### src/rtl/cafe_pkg.sv
// Shared constants for the coffee machine: states, coin codes, price codes.
package cafe_pkg;

    localparam int unsigned UNIT_COLONES = 250;
    localparam int unsigned CRED_W       = 5;
    localparam int unsigned PRECIO_W     = 4;
    localparam int unsigned COIN_W       = 2;
    localparam int unsigned STATE_W      = 3;

    // Controller states
    typedef enum logic [STATE_W-1:0] {
        ST_IDLE     = 3'd0,
        ST_COBRANDO = 3'd1,
        ST_PAGADO   = 3'd2,
        ST_DEVOLVER = 3'd3,
        ST_ESPERA   = 3'd4
    } pago_state_e;

    // Coin acceptor codes
    localparam logic [COIN_W-1:0] COIN_NONE = 2'b00;
    localparam logic [COIN_W-1:0] COIN_250  = 2'b01;
    localparam logic [COIN_W-1:0] COIN_500  = 2'b10;
    localparam logic [COIN_W-1:0] COIN_1000 = 2'b11;

    localparam logic [2:0] COIN_250_UNID  = 3'd1;
    localparam logic [2:0] COIN_500_UNID  = 3'd2;
    localparam logic [2:0] COIN_1000_UNID = 3'd4;

    // Price codes shared with the drink FSM
    localparam logic [PRECIO_W-1:0] PRECIO_500  = 4'd1;
    localparam logic [PRECIO_W-1:0] PRECIO_1000 = 4'd2;
    localparam logic [PRECIO_W-1:0] PRECIO_1500 = 4'd3;
    localparam logic [PRECIO_W-1:0] PRECIO_750  = 4'd4;
    localparam logic [PRECIO_W-1:0] PRECIO_1250 = 4'd5;
    localparam logic [PRECIO_W-1:0] PRECIO_1750 = 4'd6;
    localparam logic [PRECIO_W-1:0] PRECIO_2000 = 4'd7;
    localparam logic [PRECIO_W-1:0] PRECIO_2250 = 4'd8;

    // Coin value in 250 units; invalid coin is worth nothing
    function automatic logic [2:0] coin_units(input logic [COIN_W-1:0] t);
        logic [2:0] u;
        case (t)
            COIN_250:  u = COIN_250_UNID;
            COIN_500:  u = COIN_500_UNID;
            COIN_1000: u = COIN_1000_UNID;
            default:   u = 3'd0;
        endcase
        return u;
    endfunction

endpackage

### src/rtl/cafe_precio_dec.sv
// Price code to price units (250 each) decoder, also used by the display.
module cafe_precio_dec
    import cafe_pkg::*;
(
    input  logic [PRECIO_W-1:0] precio_code_i,
    output logic [PRECIO_W-1:0] precio_unid_c,
    output logic                precio_valid_c
);

    // Lookup of the fixed price table
    always_comb begin
        precio_unid_c  = 4'd0;
        precio_valid_c = 1'b1;
        case (precio_code_i)
            PRECIO_500:  precio_unid_c = 4'd2;
            PRECIO_1000: precio_unid_c = 4'd4;
            PRECIO_1500: precio_unid_c = 4'd6;
            PRECIO_750:  precio_unid_c = 4'd3;
            PRECIO_1250: precio_unid_c = 4'd5;
            PRECIO_1750: precio_unid_c = 4'd7;
            PRECIO_2000: precio_unid_c = 4'd8;
            PRECIO_2250: precio_unid_c = 4'd9;
            default:     precio_valid_c = 1'b0;
        endcase
    end

endmodule

### src/rtl/cafe_pago_ctrl.sv
// Payment controller: accumulates coins against a latched price, pulses
// pago_recibido on completion, refunds on cancel or inactivity.
module cafe_pago_ctrl
    import cafe_pkg::*;
#(
    parameter int unsigned TIMEOUT_CICLOS = 20
) (
    input  logic                clk,
    input  logic                reset,
    input  logic [PRECIO_W-1:0] precio_code,
    input  logic                coin_valid,
    input  logic [COIN_W-1:0]   coin_type,
    input  logic                cancel,
    output logic                pago_recibido,
    output logic                cambio_valid,
    output logic [CRED_W-1:0]   cambio,
    output logic [CRED_W-1:0]   credito,
    output logic                coin_reject
);

    localparam int unsigned TIMER_W = 8;

    pago_state_e         state_q, state_d;
    logic [TIMER_W-1:0]  timer_q, timer_d;
    logic [PRECIO_W-1:0] precio_q, precio_d;
    logic [CRED_W-1:0]   credito_q, credito_d;
    logic [CRED_W-1:0]   cambio_q, cambio_d;
    logic                pago_q, pago_d;
    logic                cambio_valid_q, cambio_valid_d;
    logic                reject_q, reject_d;

    logic [PRECIO_W-1:0] precio_unid_c;
    logic                precio_valid_c;
    logic                coin_ok_c;
    logic [CRED_W-1:0]   suma_c;

    cafe_precio_dec u_precio_dec (
        .precio_code_i  (precio_code),
        .precio_unid_c  (precio_unid_c),
        .precio_valid_c (precio_valid_c)
    );

    // Credit including the coin presented this cycle (max 8 + 4, fits in 5 bits)
    always_comb begin
        coin_ok_c = coin_valid && (coin_type != COIN_NONE);
        suma_c    = credito_q + (coin_ok_c ? CRED_W'(coin_units(coin_type)) : CRED_W'(0));
    end

    // Next-state and registered-output values
    always_comb begin
        state_d        = state_q;
        timer_d        = timer_q;
        precio_d       = precio_q;
        credito_d      = credito_q;
        cambio_d       = '0;
        pago_d         = 1'b0;
        cambio_valid_d = 1'b0;
        reject_d       = 1'b0;
        case (state_q)
            ST_IDLE: begin
                credito_d = '0;
                timer_d   = '0;
                reject_d  = coin_valid;
                if (precio_valid_c) begin
                    precio_d = precio_unid_c;
                    state_d  = ST_COBRANDO;
                end
            end
            ST_COBRANDO: begin
                reject_d  = coin_valid && !coin_ok_c;
                credito_d = suma_c;
                if (suma_c >= CRED_W'(precio_q)) begin
                    state_d        = ST_PAGADO;
                    pago_d         = 1'b1;
                    cambio_valid_d = 1'b1;
                    cambio_d       = suma_c - CRED_W'(precio_q);
                end else if (cancel ||
                             (!coin_ok_c && (timer_q == TIMER_W'(TIMEOUT_CICLOS - 1)))) begin
                    state_d        = ST_DEVOLVER;
                    cambio_valid_d = (suma_c != '0);
                    cambio_d       = suma_c;
                end else if (coin_ok_c) begin
                    timer_d = '0;
                end else begin
                    timer_d = timer_q + TIMER_W'(1);
                end
            end
            ST_PAGADO, ST_DEVOLVER: begin
                credito_d = '0;
                timer_d   = '0;
                reject_d  = coin_valid;
                state_d   = ST_ESPERA;
            end
            ST_ESPERA: begin
                credito_d = '0;
                reject_d  = coin_valid;
                if (!precio_valid_c) begin
                    state_d = ST_IDLE;
                end
            end
            default: begin
                state_d = ST_IDLE;
            end
        endcase
    end

    // State and output registers, synchronous reset discards any credit
    always_ff @(posedge clk) begin
        if (reset) begin
            state_q        <= ST_IDLE;
            timer_q        <= '0;
            precio_q       <= '0;
            credito_q      <= '0;
            cambio_q       <= '0;
            pago_q         <= 1'b0;
            cambio_valid_q <= 1'b0;
            reject_q       <= 1'b0;
        end else begin
            state_q        <= state_d;
            timer_q        <= timer_d;
            precio_q       <= precio_d;
            credito_q      <= credito_d;
            cambio_q       <= cambio_d;
            pago_q         <= pago_d;
            cambio_valid_q <= cambio_valid_d;
            reject_q       <= reject_d;
        end
    end

    assign pago_recibido = pago_q;
    assign cambio_valid  = cambio_valid_q;
    assign cambio        = cambio_q;
    assign credito       = credito_q;
    assign coin_reject   = reject_q;

endmodule
### config.mk
export PLATFORM = sky130hd
export DESIGN_NAME = cafe_pago_ctrl
export DESIGN_NICKNAME = d
export VERILOG_FILES = /design/src/rtl/cafe_pkg.sv /design/src/rtl/cafe_precio_dec.sv /design/src/rtl/cafe_pago_ctrl.sv
export SDC_FILE = /design/constraint.sdc
export NUM_CORES = 1
export LEC_CHECK = 0
export ABC_AREA = 0
export ABC_CLOCK_PERIOD_IN_PS = 3750
export CORE_AREA = 2 2 62 64
export DETAILED_ROUTE_END_ITERATION = 7
export DIE_AREA = 0 0 64 66
export PLACE_DENSITY = 0.71
export SKIP_CTS_REPAIR_TIMING = 1
export SLEW_MARGIN = 0
export SYNTH_ARGS = -nofsm -noshare
export SYNTH_HDL_FRONTEND = slang
export SYNTH_HIERARCHICAL = 1
export SYNTH_SLANG_ARGS = --single-unit
### constraint.sdc
create_clock -name clk -period 3.75 [get_ports clk]
set_clock_uncertainty 0.1 [all_clocks]
set_input_delay 0.75 -clock clk [delete_from_list [all_inputs] [get_ports clk]]
set_output_delay 0.75 -clock clk [all_outputs]
set_load 0.02 [all_outputs]
======== Word-level counts from Yosys, hierarchy flattened ========
Cells that the tools add are included.
operators by class
  mux-type cells .......................... 20
  equality and inequality tests ........... 21
  add/subtract/negate cells ............... 3
  reductions and logical operators ........ 18
  bitwise operators ....................... 1
  $lt $le $gt $ge ......................... 1
operators by type and width
  kind                   count
  $pmux W4 S8            1
  $mux W8                3
  $eq A4 B3 Y1 const B   4
  $pmux W8 S2            1
  $mux W3                5
  $pmux W3 S4            1
  $mux W5                2
  $pmux W5 S2            1
  $pmux W3 S3            1
  $add A8 B1 Y8 const B  1
  $eq A4 B2 Y1 const B   2
  $eq A8 B5 Y1 const B   1
  $ne A2 B2 Y1 const B   4
  $reduce_or A8 Y1       1
  $eq A3 B2 Y1 const B   2
  $reduce_and A3 Y1      2
  $reduce_bool A2 Y1     3
  $add A5 B3 Y5          1
  $ge A5 B4 Y1           1
  $reduce_bool A5 Y1     1
  $sub A5 B4 Y5          1
  $eq A2 B2 Y1 const B   2
  $eq A4 B1 Y1 const B   1
  $eq A4 B4 Y1 const B   1
  15 further kinds       21
word-level totals
  register bits after elaboration ......... 28
  output and inout port bits .............. 13
  word-level logic and storage cells ...... 72

======== Logic depth before layout (Yosys ltp) ========
Gate-level depths: netlist (run 1).
  word-level depth ........................ 8
  gate-level depth with buffers ........... 14

======== Hierarchy ========
The synthesis (run 1) kept the hierarchy.
by module, submodules not included
  module           instances  cells each  area an instance (µm²)
  cafe_pago_ctrl   1          183         1,559.0
  cafe_precio_dec  1          14          118.9

======== Least setup slack after synthesis (run 1) ========
OpenSTA, ideal clock, no wires.
  kind .................................... input to register
  from .................................... in coin_valid
  to ...................................... reg timer_q[7]
  path buffers ............................ 1
  path slack .............................. -0.236 ns
  arrival time ............................ 3.799 ns
  stages .................................. 14
  cell sequence ........................... nand2_1 -> or2_2 -> inv_1 -> ha_1 -> a21o_1 -> a21oi_1 -> xnor2_1 -> ha_1 -> o21a_1 -> o31a_1 -> or4b_1 -> buf_6 -> or4_4 -> o31ai_1
between the ends
  cells in the longest elaborated chain, start to end .. 6
ends and longest elaborated chain
  element                                               line                                        RTL
  start, declared                                       cafe_pago_ctrl.sv:11                        input logic coin_valid,
  $logic_and A1 B1 Y1 *                                 cafe_pago_ctrl.sv:45                        coin_ok_c = coin_valid && (coin_type != COIN_NONE);
  $mux W3 or $logic_not A1 Y1 (tied branches)           cafe_pago_ctrl.sv:46, cafe_pago_ctrl.sv:78
  $add A5 B3 Y5 or $logic_and A1 B1 Y1 (tied branches)  cafe_pago_ctrl.sv:46, cafe_pago_ctrl.sv:78
  $ge A5 B4 Y1 or $logic_or A1 B1 Y1 (tied branches)    cafe_pago_ctrl.sv:72, cafe_pago_ctrl.sv:77
  $ne A2 B2 Y1 (no line)                                -
  $reduce_and A3 Y1 (no line)                           -
  end signal, assigned                                  cafe_pago_ctrl.sv:120                       timer_q <= timer_d;
  end, declared                                         cafe_pago_ctrl.sv:24                        logic [TIMER_W-1:0] timer_q, timer_d;
Every way passes the cells marked *; elsewhere a longest branch is shown, timed or not. The select of a mux whose other input is x is not followed.
A chain may end at the register's enable or synchronous reset.

======== Final worst setup path (run 1) ========
Same ends and word-level chain as after synthesis.

==> results of run 1 <==
-- final timing paths --
| kind | startpoint | endpoint | slack [ps] | cells past startpoint |
|---|---|---|---|---|
| worst min-delay path | timer_q[1]$_SDFFE_PP0P_ | timer_q[1]$_SDFFE_PP0P_ | 390 | 2 |
| worst min register to register | timer_q[1]$_SDFFE_PP0P_ | timer_q[1]$_SDFFE_PP0P_ | 390 | 2 |
| worst max-delay path | coin_valid | timer_q[7]$_SDFFE_PP0P_ | 100 | 11 |
| worst max register to register | credito[0]$_SDFFE_PP0P_ | timer_q[7]$_SDFFE_PP0P_ | 430 | 10 |
-- worst reg2reg max path, delay by kind of cell, from the launching register on --
family | cells | cell delay, ps
compound gates | 3 | 570
buf+inv | 1 | 60
xor+xnor | 1 | 150
flops | 1 | 390
simple gates | 2 | 1060
fa+ha+maj | 3 | 910
-- power by group through the flow --
| stage | registers [W] | logic (W) | clock network [W] |
|---|---|---|---|
| after detailed placement | 0.000322 | 0.000175 | 0 |
| after global routing | 0.000318 | 0.000197 | 0.000214 |
| final | 0.000316 | 0.000179 | 0.000200 |
| after CTS | 0.000316 | 0.000175 | 0.000204 |
| after floorplan | 0.000325 | 0.000105 | 0 |
| after global placement | 0.000322 | 0.000169 | 0 |
-- final cells by class --
class / instances / area share
Tap cell: 48 / 0.0278
Timing Repair Buffer: 41 / 0.161
Sequential cell: 28 / 0.259
Clock inverter: 1 / 0.0139
Multi-Input combinational cell: 147 / 0.503
Clock buffer: 3 / 0.0104
Inverter: 14 / 0.0243
-- per-layer routing --
metal,track usage,vias up,routed length (um)
met5,0,-,0
met4,0.0842,0,72
li1,-,780,-
met2,0.375,42,2020
met3,0.0392,9,165
met1,0.254,724,1780
-- state kept, by name, summed over array words and instances, names as in the netlist --
register	flops
timer_q	8
cambio	5
credito	5
precio_q	4
state_q	3
cambio_valid	1
coin_reject	1
pago_recibido	1
-- metrics by stage --
| stage | std cells | hold WS, ps |
|---|---|---|
| 4_1_cts | 282 | 390 |
| 6_report | 282 | 392 |
| 3_3_place_gp | 278 | 364 |
| 5_1_grt | 282 | 421 |
| 3_5_place_dp | 278 | 369 |
| 2_1_floorplan | 197 | 333 |
-- layout by cell type, fill, tap and decap left out, types with 2 or more instances in the layout --
master           count
a21o_1               2
a21oi_1             11
a22oi_1              5
a31oi_1              5
and2_1               2
and3_1               5
and3b_1              2
buf_4               19
clkbuf_2             2
clkbuf_4             3
clkdlybuf4s50_1     19
dfxtp_1             28
ha_1                 5
ha_4                 2
inv_1               12
inv_2                2
mux2i_1              5
nand2_1              8
nand2b_1             7
nand3_1              8
nand3b_1             3
nor2_1              22
nor2b_1              4
nor3_1               4
nor4_1               3
o211ai_1             2
o21ai_0              3
o22ai_1              2
o31ai_1              2
o41ai_1              3
xnor2_1              4
xnor2_2              2
-- Yosys cell counts, types with 3 or more instances --
master	count	area [sq um]
clkbuf_1	4	15.0
inv_1	14	52.6
a22oi_1	5	37.5
nor3_1	4	20.0
ha_1	8	100
nand2b_1	7	43.8
mux2i_1	5	50.1
o41ai_1	3	26.3
xnor2_1	6	52.6
a31oi_1	5	31.3
nand2_1	9	33.8
nand3b_1	3	22.5
o31ai_1	3	22.5
nor4_1	3	18.8
dfxtp_1	28	561
nor2_1	22	82.6
nand3_1	8	40.0
a21oi_1	12	60.1
nor2b_1	4	25.0
and3_1	5	31.3
o21ai_0	3	15.0
-- cell families after synthesis --
kind of cell	synth area share
muxes	0.0298
and+or+nand+nor	0.273
AOI/OAI and AO/OA	0.187
buffers and inverters	0.0611
adders and majority gates	0.0835
xor gates and xnor gates	0.0313
DFF	0.334
==> out/qor.csv, run 1 <==
stage,metric,value,unit
placed_design,Port Buffer Count,22,
power_and_ir_drop,Flop pwr share,0.455,
power_and_ir_drop,Net Sw Power,0.000193,W
outcome,status,finished clean,
placed_design,GPL Wtd Cong,0.986,
setup_path,crit start category,input port,
clock_tree,clk buf depth,2,
die,die height,66,um
route,Post-DRT Antenna Nets,0,
layout,post-route cell area,2160,sq um
timing,RSZ-0062 raised after global routing,false,
power_and_ir_drop,switch share,0.278,
setup_path,CP max stage cell,or4_4,
timing,Worst Tran Pin Value,730,ps
layout,nets,255,
placed_design,Detail Placement HPWL,3180,um
flow_run,MaxCap Viol Count,0,
global_route,vias in the first global route,1523,
hold_path,Hold Crit Class,reg -> reg,
route,first drt pass iteration count,4,
timing,Setup TNS,0,ps
die,starting density of the core,0.473,
route,DRC,0,
layout,ant diodes,0,
yosys,sequential fraction of the synthesis area,0.334,
die,die width,64,um
power_and_ir_drop,P per Cell Area,321,nW/um^2
power_and_ir_drop,clock group share of total power,0.288,
global_route,first-pass GRT wire length,6960,um
global_route,gr ovfl total,0,
layout,Area Growth Syn to Fin,28.9,%
placed_design,Post-Place Worst Slack,-697,ps
setup_path,worst-path cell chain,buf_2 > buf_4 > and3_1 > ha_1 > a21oi_2 > xnor2_2 > ha_1 > a41o_1 > or4b_4 > or4_4 > o31ai_1,
timing,Tmin final,3650,ps
layout,Fill cells,312,
route,per-cell routed wire length,14.3,um
die,Die ar.,4220,sq um
yosys,YS warnings,6,
yosys,Mapped Cells,197,
power_and_ir_drop,P_leak,0.862,nW
timing,final hold viol count,0,
route,via count,1555,
clock_tree,"Reg clk slew, reported paths",150,ps
setup_path,CP max stage delay,570,ps
timing,final worst slack,101,ps
power_and_ir_drop,Int Pwr,0.000502,W
yosys,Yosys reg bits,28,
clock_tree,Clock Latency Late Sink,340,ps
yosys,Mapped Nets,217,
power_and_ir_drop,Overall Power,0.000695,W
power_and_ir_drop,combinational fraction of design power,0.257,
clock_tree,CTS Root Cell,clkbuf_4,
yosys,post-synthesis cell type count,49,
yosys,Async SR Flop Fraction,0,
timing,Final setup viols,0,
layout,Final Core Density,0.609,
layout,multi-input logic area,1090,sq um
route,DRT iter0 DRCs,88,
setup_path,CP Max Fanout,3,
layout,Sequential Area,561,sq um
setup_path,Setup crit end kind,register,
placed_design,Post-DP Area,2100,sq um
timing,Final Cycle Share,0.973,
setup_path,Required @ worst endpoint,3910,ps
die,# IOs,23,
setup_path,critical path type,in -> reg,
clock_tree,H-tree lvl count,1,
timing,Max-Slew Margin vs Limit,0.509,
clock_tree,TritonCTS clock tree,done,
route,Routed WL,4040,um
global_route,GRT Resource Usage Total,0.212,
yosys,"Cell Area, Synth",1680,sq um
clock_tree,Sink Count,28,
layout,fraction of layout cells with a size suffix above 1,0.197,
timing,Max Clock Freq,274,MHz
global_route,initial antenna violation count,0,
yosys,Post-synth EDFFs,0,
timing,final-report max-slew violation count,0,
setup_path,worst path arrival time,3810,ps
yosys,Synth Flop Type,dfxtp_1,
die,total core area,3550,sq um
power_and_ir_drop,Max VDD drop,0.168,mV
setup_path,"Buf+Inv Stages, Crit Path",2,
global_route,largest net degree at the start of global routing,17,
die,row cnt,22,
route,vias per cell,5.51,
setup_path,most frequent CP cell,ha_1,
clock_tree,clock buffers created by TritonCTS,3,
setup_path,"CP delay by family, top",simple AND/OR/NAND/NOR gates,
yosys,Avg Inst Size Synth,8.52,sq um
Power figures use the tool's default switching activity.
==> inputs of run 2 (changes only) <==
--- a/config.mk
+++ b/config.mk
@@ -7,6 +7,7 @@
 export LEC_CHECK = 0
 export ABC_AREA = 0
 export ABC_CLOCK_PERIOD_IN_PS = 3750
+export CAP_MARGIN = 20
 export CORE_AREA = 2 2 62 64
 export DETAILED_ROUTE_END_ITERATION = 7
 export DIE_AREA = 0 0 64 66
==> results of run 2 <==
No change in the layout: final DEF, timing and power equal those of run 1.
==> inputs of run 3 (changes only) <==
--- a/config.mk
+++ b/config.mk
@@ -12,6 +12,7 @@
 export DETAILED_ROUTE_END_ITERATION = 7
 export DIE_AREA = 0 0 64 66
 export PLACE_DENSITY = 0.71
+export RECOVER_POWER = 100
 export SKIP_CTS_REPAIR_TIMING = 1
 export SLEW_MARGIN = 0
 export SYNTH_ARGS = -nofsm -noshare
==> constraint.sdc (replaced) <==
create_clock -name clk -period 3.75 [get_ports clk]
set_clock_uncertainty 0.1 [all_clocks]
set_input_delay 0.75 -clock clk [delete_from_list [all_inputs] [get_ports clk]]
set_output_delay 0.75 -clock clk [all_outputs]
set_load 0.05 [all_outputs]
==> run 3 against run 2 <==
Net effect: clock-buffer cell count unchanged; combinational power about the same; critical path type unchanged; global-route usage unchanged; hold slack worse by 1.3 ps; largest cell class unchanged; via count down 1.4%; worst setup slack worse by 5.5 ps; sequential cell count unchanged; wire length down 0.37%.
==> out/qor.csv, run 3 (synthesis results as in run 1) <==
stage,metric,value,unit,change
outcome,status,finished clean,,
layout,fraction of layout cells with a size suffix above 1,0.175,,-0.0214
die,total core area,3550,sq um,unchanged
layout,nets,255,,unchanged
power_and_ir_drop,P_leak,0.894,nW,+3.8%
die,starting density of the core,0.473,,unchanged
setup_path,most frequent CP cell,ha_1,,
placed_design,Port Buffer Count,22,,unchanged
setup_path,worst-path cell chain,buf_2 > buf_4 > and3_1 > ha_1 > a21oi_2 > xnor2_2 > ha_1 > a41o_1 > or4b_4 > or4_4 > o31ai_1,,
timing,Worst Tran Pin Value,732,ps,+1.66 ps
setup_path,critical path type,in -> reg,,
global_route,initial antenna violation count,0,,unchanged
setup_path,CP max stage delay,570,ps,about the same
timing,Final setup viols,0,,unchanged
power_and_ir_drop,P per Cell Area,326,nW/um^2,+1.6%
setup_path,crit path launch,coin_valid,,
global_route,GRT Resource Usage Total,0.212,,unchanged
route,DRT iter0 DRCs,105,,+19%
route,first drt pass iteration count,4,,unchanged
clock_tree,TritonCTS clock tree,done,,
route,Routed WL,4030,um,-0.37%
setup_path,"Buf+Inv Stages, Crit Path",2,,unchanged
setup_path,flop2flop setup slack,450,ps,+20 ps
setup_path,RR Startpoint,credito[0]$_SDFFE_PP0P_,,
setup_path,Required @ worst endpoint,3920,ps,about the same
timing,Final Cycle Share,0.975,,+0.00145
global_route,vias in the first global route,1523,,unchanged
clock_tree,Clock Latency Late Sink,340,ps,about the same
layout,most frequent cells in the layout,"dfxtp_1, nor2_1, dlygate4sd3_1, buf_4, inv_1",,
timing,final hold viol count,0,,unchanged
layout,non-filler cells in the finished layout,282,,unchanged
die,# IOs,23,,unchanged
placed_design,Detail Placement HPWL,3180,um,unchanged
setup_path,Critical R2R Capture,timer_q[7]$_SDFFE_PP0P_,,
flow_run,MaxCap Viol Count,0,,unchanged
timing,Max-Slew Margin vs Limit,0.508,,-0.00112
setup_path,CP Max Fanout,3,,unchanged
timing,Max Clock Freq,274,MHz,-0.15%
setup_path,"CP delay by family, top",simple AND/OR/NAND/NOR gates,,
power_and_ir_drop,Max VDD drop,0.168,mV,-0.11%
setup_path,cell count along the critical path,11,,unchanged
die,die width,64,um,unchanged
setup_path,worst path arrival time,3820,ps,about the same
route,via count,1534,,-1.4%
timing,final-report max-slew violation count,0,,unchanged
clock_tree,CTS Root Cell,clkbuf_4,,
die,row cnt,22,,unchanged
timing,Tmin final,3650,ps,+5.45 ps
route,Post-DRT Antenna Nets,0,,unchanged
global_route,gr ovfl total,0,,unchanged
placed_design,placed instance count,278,,unchanged
layout,Area Growth Syn to Fin,27.5,%,
global_route,first-pass GRT wire length,6960,um,unchanged
clock_tree,Sink Count,28,,unchanged
layout,ant diodes,0,,unchanged
layout,Final Core Density,0.603,,-0.00634
setup_path,end point of the critical path,timer_q[7]$_SDFFE_PP0P_,,
setup_path,Worst R2R Path Depth,10,,unchanged
clock_tree,clock buffers created by TritonCTS,3,,unchanged
placed_design,GPL Wtd Cong,0.986,,unchanged
setup_path,crit start category,input port,,
layout,max reg flops,8,,unchanged
clock_tree,clk buf depth,2,,unchanged
layout,"most common cell after layout, fill and taps aside",dfxtp_1,,
route,vias per cell,5.44,,-1.4%
global_route,largest net degree at the start of global routing,17,,unchanged
clock_tree,"Reg clk slew, reported paths",150,ps,about the same
clock_tree,H-tree lvl count,1,,unchanged
die,Die ar.,4220,sq um,unchanged
hold_path,Hold Crit Class,reg -> reg,,
route,per-cell routed wire length,14.3,um,-0.37%
die,die height,66,um,unchanged
timing,RSZ-0062 raised after global routing,false,,
timing,Setup TNS,0,ps,unchanged
setup_path,Setup crit end kind,register,,
layout,Top reg by flops,timer_q,,
setup_path,CP max stage cell,or4_4,,
route,DRC,0,,unchanged
[run 3: worst min path at each step]
stage	from	end	slack, ps	cells past startpoint
2_1_floorplan	timer_q[7]$_SDFFE_PP0P_	timer_q[7]$_SDFFE_PP0P_	330	1
3_5_place_dp	timer_q[1]$_SDFFE_PP0P_	timer_q[1]$_SDFFE_PP0P_	370	2
5_1_grt	timer_q[0]$_SDFFE_PP0P_	timer_q[0]$_SDFFE_PP0P_	420	1
6_report	timer_q[1]$_SDFFE_PP0P_	timer_q[1]$_SDFFE_PP0P_	390	2
4_1_cts	timer_q[1]$_SDFFE_PP0P_	timer_q[1]$_SDFFE_PP0P_	390	2
3_3_place_gp	timer_q[1]$_SDFFE_PP0P_	timer_q[1]$_SDFFE_PP0P_	360	2
[run 3: per-layer routing]
layer	GRT usage	vias up	wire (um)
met5	0	-	0
met4	0.0842	0	72
met3	0.0392	9	141
met2	0.375	36	2010
met1	0.254	708	1800
li1	-	781	-
[run 3: through the flow]
stage / power [W] / area [sq um] / hold slack [ps] / setup slack, ps
after CTS: 0.000707 / 2150 / 390 / -337
after global placement: 0.000502 / 2100 / 364 / -578
after global routing: 0.000732 / 2140 / 421 / 22.0
after floorplan: 0.000441 / 1720 / 333 / -91.3
after detailed placement: 0.000508 / 2100 / 369 / -697
final: 0.000698 / 2140 / 391 / 95.6
[run 3: where the power goes]
part	switching, W	internal [W]
logic	0.000103	0.0000793
registers	0.00000782	0.000308
clock network	0.0000920	0.000108
total	0.000203	0.000495
[run 3: tightest hold or removal path: cells and delay by family (launching register included)]
family,cells,cell delay [ps]
DFF,1,360
buffers and inverters,1,50
AOI/OAI and AO/OA,1,50
[run 3: area by class of cell]
type                       instances  area, sq um
fill                             321         1410
sequential                        28          561
timing repair buffer              41          334
multi-input combinational        147         1080
tap                               48         60.1
clock inverter                     1         30.0
inverter                          14         52.6
clock buffer                       3         22.5
